===== src/rtl/serial_subtractor_if.sv =====
// Handshake and operand/result bundle for serial_subtractor.
// Optional ovf signal present when SERIAL_SUBTRACTOR_OVF_EN is defined.
interface serial_subtractor_if #(
    parameter int unsigned Width = 4
) ();
    logic             start;
    logic [Width-1:0] a;
    logic [Width-1:0] b;
    logic             busy;
    logic             done;
    logic [Width-1:0] resta;
    logic             bout;
`ifdef SERIAL_SUBTRACTOR_OVF_EN
    logic             ovf;

    modport master (output start, a, b, input busy, done, resta, bout, ovf);
    modport slave  (input start, a, b, output busy, done, resta, bout, ovf);
`else
    modport master (output start, a, b, input busy, done, resta, bout);
    modport slave  (input start, a, b, output busy, done, resta, bout);
`endif
endinterface


===== src/rtl/serial_subtractor.sv =====
// Bit-serial subtractor: resta = a - b with borrow-out, one bit per clock, LSB first.
// Define SERIAL_SUBTRACTOR_OVF_EN to add the signed-overflow output ovf.
module serial_subtractor #(
    parameter int unsigned Width = 4
) (
    input logic                clk,
    input logic                rst_n,
    serial_subtractor_if.slave bus
);
    localparam int unsigned     CntW    = (Width > 1) ? $clog2(Width) : 1;
    localparam logic [CntW-1:0] LastCnt = CntW'(Width - 1);

    typedef enum logic [1:0] {StIdle, StRun, StDone} state_e;

    state_e           state_q;
    logic [Width-1:0] a_q;
    logic [Width-1:0] b_q;
    logic [Width-1:0] sr_q;
    logic [CntW-1:0]  cnt_q;
    logic             borrow_q;
    logic [Width-1:0] resta_q;
    logic             bout_q;
    logic             busy_q;
    logic             done_q;
`ifdef SERIAL_SUBTRACTOR_OVF_EN
    logic             ovf_q;
`endif

    logic             a_bit;
    logic             b_bit;
    logic             diff_bit;
    logic             borrow_d;
    logic [Width-1:0] sr_d;

    // Current bit's full-subtractor; the difference bit enters the shift reg at the MSB.
    always_comb begin
        a_bit    = a_q[cnt_q];
        b_bit    = b_q[cnt_q];
        diff_bit = a_bit ^ b_bit ^ borrow_q;
        borrow_d = (~a_bit & b_bit) | (~(a_bit ^ b_bit) & borrow_q);
        sr_d     = (sr_q >> 1) | (Width'(diff_bit) << (Width - 1));
    end

    always_ff @(posedge clk or negedge rst_n) begin
        if (!rst_n) begin
            state_q  <= StIdle;
            a_q      <= '0;
            b_q      <= '0;
            sr_q     <= '0;
            cnt_q    <= '0;
            borrow_q <= 1'b0;
            resta_q  <= '0;
            bout_q   <= 1'b0;
            busy_q   <= 1'b0;
            done_q   <= 1'b0;
`ifdef SERIAL_SUBTRACTOR_OVF_EN
            ovf_q    <= 1'b0;
`endif
        end else begin
            unique case (state_q)
                StIdle: begin
                    if (bus.start) begin
                        a_q      <= bus.a;
                        b_q      <= bus.b;
                        sr_q     <= '0;
                        cnt_q    <= '0;
                        borrow_q <= 1'b0;
                        busy_q   <= 1'b1;
                        state_q  <= StRun;
                    end
                end
                StRun: begin
                    sr_q     <= sr_d;
                    borrow_q <= borrow_d;
                    cnt_q    <= cnt_q + 1'b1;
                    // Results are published only once the final bit has been folded in.
                    if (cnt_q == LastCnt) begin
                        resta_q <= sr_d;
                        bout_q  <= borrow_d;
`ifdef SERIAL_SUBTRACTOR_OVF_EN
                        ovf_q   <= (a_q[Width-1] != b_q[Width-1]) &&
                                   (sr_d[Width-1] != a_q[Width-1]);
`endif
                        busy_q  <= 1'b0;
                        done_q  <= 1'b1;
                        state_q <= StDone;
                    end
                end
                StDone: begin
                    done_q  <= 1'b0;
                    state_q <= StIdle;
                end
                default: begin
                    busy_q  <= 1'b0;
                    done_q  <= 1'b0;
                    state_q <= StIdle;
                end
            endcase
        end
    end

    assign bus.busy  = busy_q;
    assign bus.done  = done_q;
    assign bus.resta = resta_q;
    assign bus.bout  = bout_q;
`ifdef SERIAL_SUBTRACTOR_OVF_EN
    assign bus.ovf   = ovf_q;
`endif
endmodule


===== src/flat_wrapper.sv =====
// flat-port wrapper written by rule: the top's interface ports become plain ports
module serial_subtractor_flat 
#(
    parameter int unsigned Width = 4
)
  (clk, rst_n, bus_start, bus_a, bus_b, bus_busy, bus_done, bus_resta, bus_bout);
  serial_subtractor_if #(.Width(Width)) bus_i ();
  input logic clk;
  input logic rst_n;
  input wire logic [$bits(bus_i.start)-1:0] bus_start;
  input wire logic [$bits(bus_i.a)-1:0] bus_a;
  input wire logic [$bits(bus_i.b)-1:0] bus_b;
  output wire logic [$bits(bus_i.busy)-1:0] bus_busy;
  output wire logic [$bits(bus_i.done)-1:0] bus_done;
  output wire logic [$bits(bus_i.resta)-1:0] bus_resta;
  output wire logic [$bits(bus_i.bout)-1:0] bus_bout;
  assign bus_i.start = bus_start;
  assign bus_i.a = bus_a;
  assign bus_i.b = bus_b;
  assign bus_busy = bus_i.busy;
  assign bus_done = bus_i.done;
  assign bus_resta = bus_i.resta;
  assign bus_bout = bus_i.bout;
  serial_subtractor #(.Width(Width)) u_core (.clk(clk), .rst_n(rst_n), .bus(bus_i));
endmodule

===== config.mk =====
export PLATFORM = sky130hd
export DESIGN_NAME = serial_subtractor_flat
export DESIGN_NICKNAME = d
export VERILOG_FILES = /design/src/rtl/serial_subtractor_if.sv /design/src/rtl/serial_subtractor.sv /design/src/flat_wrapper.sv
export SDC_FILE = /design/constraint.sdc
export NUM_CORES = 1
export LEC_CHECK = 0
export CORE_MARGIN = 3
export CORE_UTILIZATION = 45
export DETAILED_ROUTE_END_ITERATION = 8
export GPL_ROUTABILITY_DRIVEN = 0
export PLACE_DENSITY = 0.73
export SLEW_MARGIN = 10
export SYNTH_ARGS = -nofsm -noshare
export SYNTH_HDL_FRONTEND = slang
export SYNTH_SLANG_ARGS = --single-unit

===== constraint.sdc =====
create_clock -name clk -period 5.75 [get_ports clk]
set_input_delay 1.15 -clock clk [delete_from_list [all_inputs] [get_ports clk]]
set_output_delay 1.15 -clock clk [all_outputs]
set_load 0.05 [all_outputs]

==> impl_metrics.json <==
{
  "nets": 101,
  "synth_warnings": 0,
  "grt_pass1_vias": 601,
  "synthArstFlopShare_pct": 100.0,
  "finalCritPeriodShare_pct": 45.78,
  "start_util_pct": 49.32,
  "worst_slew_pin_slew_ns": 0.9750,
  "syn-num-nets": 81,
  "finalSetupViolations": 0,
  "reg2reg_depth": 4,
  "cts_buffer_depth": 2,
  "first_pass_iters": 3,
  "synth_area_leaders": "dfrtp_1 58%, mux2_2 14%, mux4_2 4.5%, a22o_1 3.5%, buf_6 2.3%",
  "die_area_mm2": 0.002817,
  "syn_area_um2": 997.2,
  "min_path_cells": 2,
  "netlist_instances": 68,
  "cts_tree": "yes",
  "clk_pin_slew_ns": 0.12,
  "skew_ns": 0.007927,
  "cts_sinks": 23,
  "synth-seq-cells": 23,
  "cts_buffers": 3,
  "routed_wirelength_um": 1466,
  "ant_nets": 0,
  "routedWlPerCell_um": 12.86,
  "finalHoldViolCount": 0,
  "cap_viol_max_count": 0,
  "num_vias": 582,
  "cellLeakagePower_nw": 0.5443,
  "fin_crit_ns": 2.633,
  "viasPerCell": 5.105,
  "drive_gt1_share_pct": 22.99,
  "drc": 0,
  "cp_num_buf_inv": 1,
  "rsz0062_at_grt": "false",
  "multiInputGateArea_um2": 380.4,
  "arrival_ns": 1.48,
  "clock-root-buffer": "clkbuf_4",
  "grt_start_max_net_pins": 24,
  "synth_edf_count": 0,
  "synth_top_area_share_pct": 57.72,
  "cts-resized-gates": 0,
  "critPathTopFamily": "buffers and inverters",
  "synth_top_cell_by_area": "dfrtp_1",
  "rows": 16,
  "drv_slew": 0,
  "synth_area_per_cell_um2": 14.66,
  "fp.dieW_um": 53.08,
  "setup_tns_ns": 0,
  "post_cts_buffers": 0,
  "slew_headroom_pct": 34.79,
  "ctsHoldBuffers": 0,
  "grt_overflow": 0,
  "yosysSeqAreaShare_pct": 57.72,
  "required_ns": 4.60,
  "critPathMaxFanout": 3,
  "drtIter0Drc": 1,
  "ys_top_cells_by_count": "23 x dfrtp_1, 12 x mux2_2, 5 x inv_1, 4 x a22o_1, 4 x nand2_1",
  "crit_path_end_kind": "primary output",
  "pin_count": 18,
  "diodes": 0,
  "final_core_util_pct": 59.59,
  "p_per_area_mw_per_mm2": 593.7,
  "portBuffers": 17,
  "power_w": 0.0007154,
  "clkLatencyLatePin_ns": 0.30,
  "yosysUniqueCellTypes": 20,
  "worstPathCellList": "clkdlybuf4s50_1",
  "grt_pass1_wl_um": 2594,
  "status": "finished clean",
  "min_path_type": "reg2reg",
  "fill_cells": 186,
  "place_area_mm2": 0.001179,
  "worst-setup-path-type": "reg2out",
  "synth_ff_type": "dfrtp_1",
  "irDropWorstVdd_mv": 0.2521,
  "cpPeakStageDelay_ns": 0.81,
  "max_freq_mhz": 379.9,
  "crit_cells": 1,
  "cp-start-kind": "flop",
  "track_usage_pct": 13.04,
  "final_cell_area_mm2": 0.001205,
  "areaGrowthSynthToFinish_pct": 20.83,
  "core_area_mm2": 0.002022,
  "yosysMostFrequentCell": "dfrtp_1",
  "die_h_um": 53.08,
  "grt_antenna_before_repair": 0,
  "cts_max_level": 1,
  "register_area_um2": 575.6,
  "cpMaxStageDelayCell": "clkdlybuf4s50_1"
}
-- per-stage QoR --
step,hold WS [ns],cells,setup WS [ns]
floorplan,0.4498,68,3.946
global placement,0.4662,110,3.336
detailed placement,0.4737,110,3.341
CTS,0.5024,114,3.101
global route,0.5281,114,3.070
finish,0.4988,114,3.117
-- flip-flops by register name, summed over array words and instances, names as in the netlist --
name and count:
u_core.b_q 4, u_core.sr_q 3, u_core.borrow_q 1, u_core.bus.resta 4, u_core.bus.bout 1, u_core.cnt_q 2, u_core.bus.done 1, u_core.a_q 4
u_core.bus.busy 1, u_core.state_q 2
-- path summary, 6_finish.rpt --
kind / from / end / slack, ns
worst max-delay path: u_core.bus.busy / bus_busy / 3.12
worst min-delay path: u_core.bus.bout / u_core.bus.bout / 0.50
worst max register to register: u_core.cnt_q[0] / u_core.bus.resta[3] / 3.82
worst min register to register: u_core.bus.bout / u_core.bus.bout / 0.50
max in group asynchronous: rst_n / u_core.bus.resta[1] / 3.79
min in group asynchronous: rst_n / u_core.cnt_q[0] / 1.37
-- worst min-delay path: stages (launching register included) --
cell,delay (ns)
dfrtp_1,0.37
nand2_1,0.05
o21ai_0,0.06
-- cell type report --
| class | count | share of cell area (%) |
|---|---|---|
| multi-input cells | 38 | 31.57 |
| repair buffers | 17 | 14.12 |
| flip-flops and latches | 23 | 47.77 |
| inverters | 5 | 1.558 |
| clock buffers | 4 | 2.181 |
| well taps | 27 | 2.804 |
-- layer usage --
metal / vias up / track usage (%) / routed length, µm
met5: - / 0 / 0
met4: 0 / 6.383 / 31
met3: 4 / 2.535 / 67
met2: 14 / 22.52 / 711
met1: 286 / 15.33 / 656
li1: 278 / - / -
-- power by group --
part	switching [W]	internal, W	leakage [nW]
registers	0.0000573	0.000239	0.279
logic	0.000176	0.000171	0.250
clock network	0.0000451	0.0000270	0.0150
total	0.000279	0.000437	0.544
-- cells by family (layout without fill, tap and decap cells) --
group                      Yosys count  count (layout)  synth area share [%]
AOI/OAI and AO/OA                   12              12                 8.156
muxes                               14              14                 18.07
and+or+nand+nor                     10              10                 8.657
adders and majority gates            2               2                 3.262
buffers and inverters                7              26                 4.141
DFF                                 23              23                 57.72
-- cell usage in the layout (no fill, tap or decap), types with 2 or more instances in the layout --
| cell | count |
|---|---|
| a21oi_1 | 2 |
| a22o_1 | 4 |
| clkbuf_4 | 3 |
| clkdlybuf4s50_1 | 17 |
| dfrtp_1 | 23 |
| inv_1 | 5 |
| mux2_2 | 12 |
| mux4_2 | 2 |
| nand2_1 | 4 |
| o21ai_0 | 3 |
No activity file was read; power rests on OpenSTA's default activity.
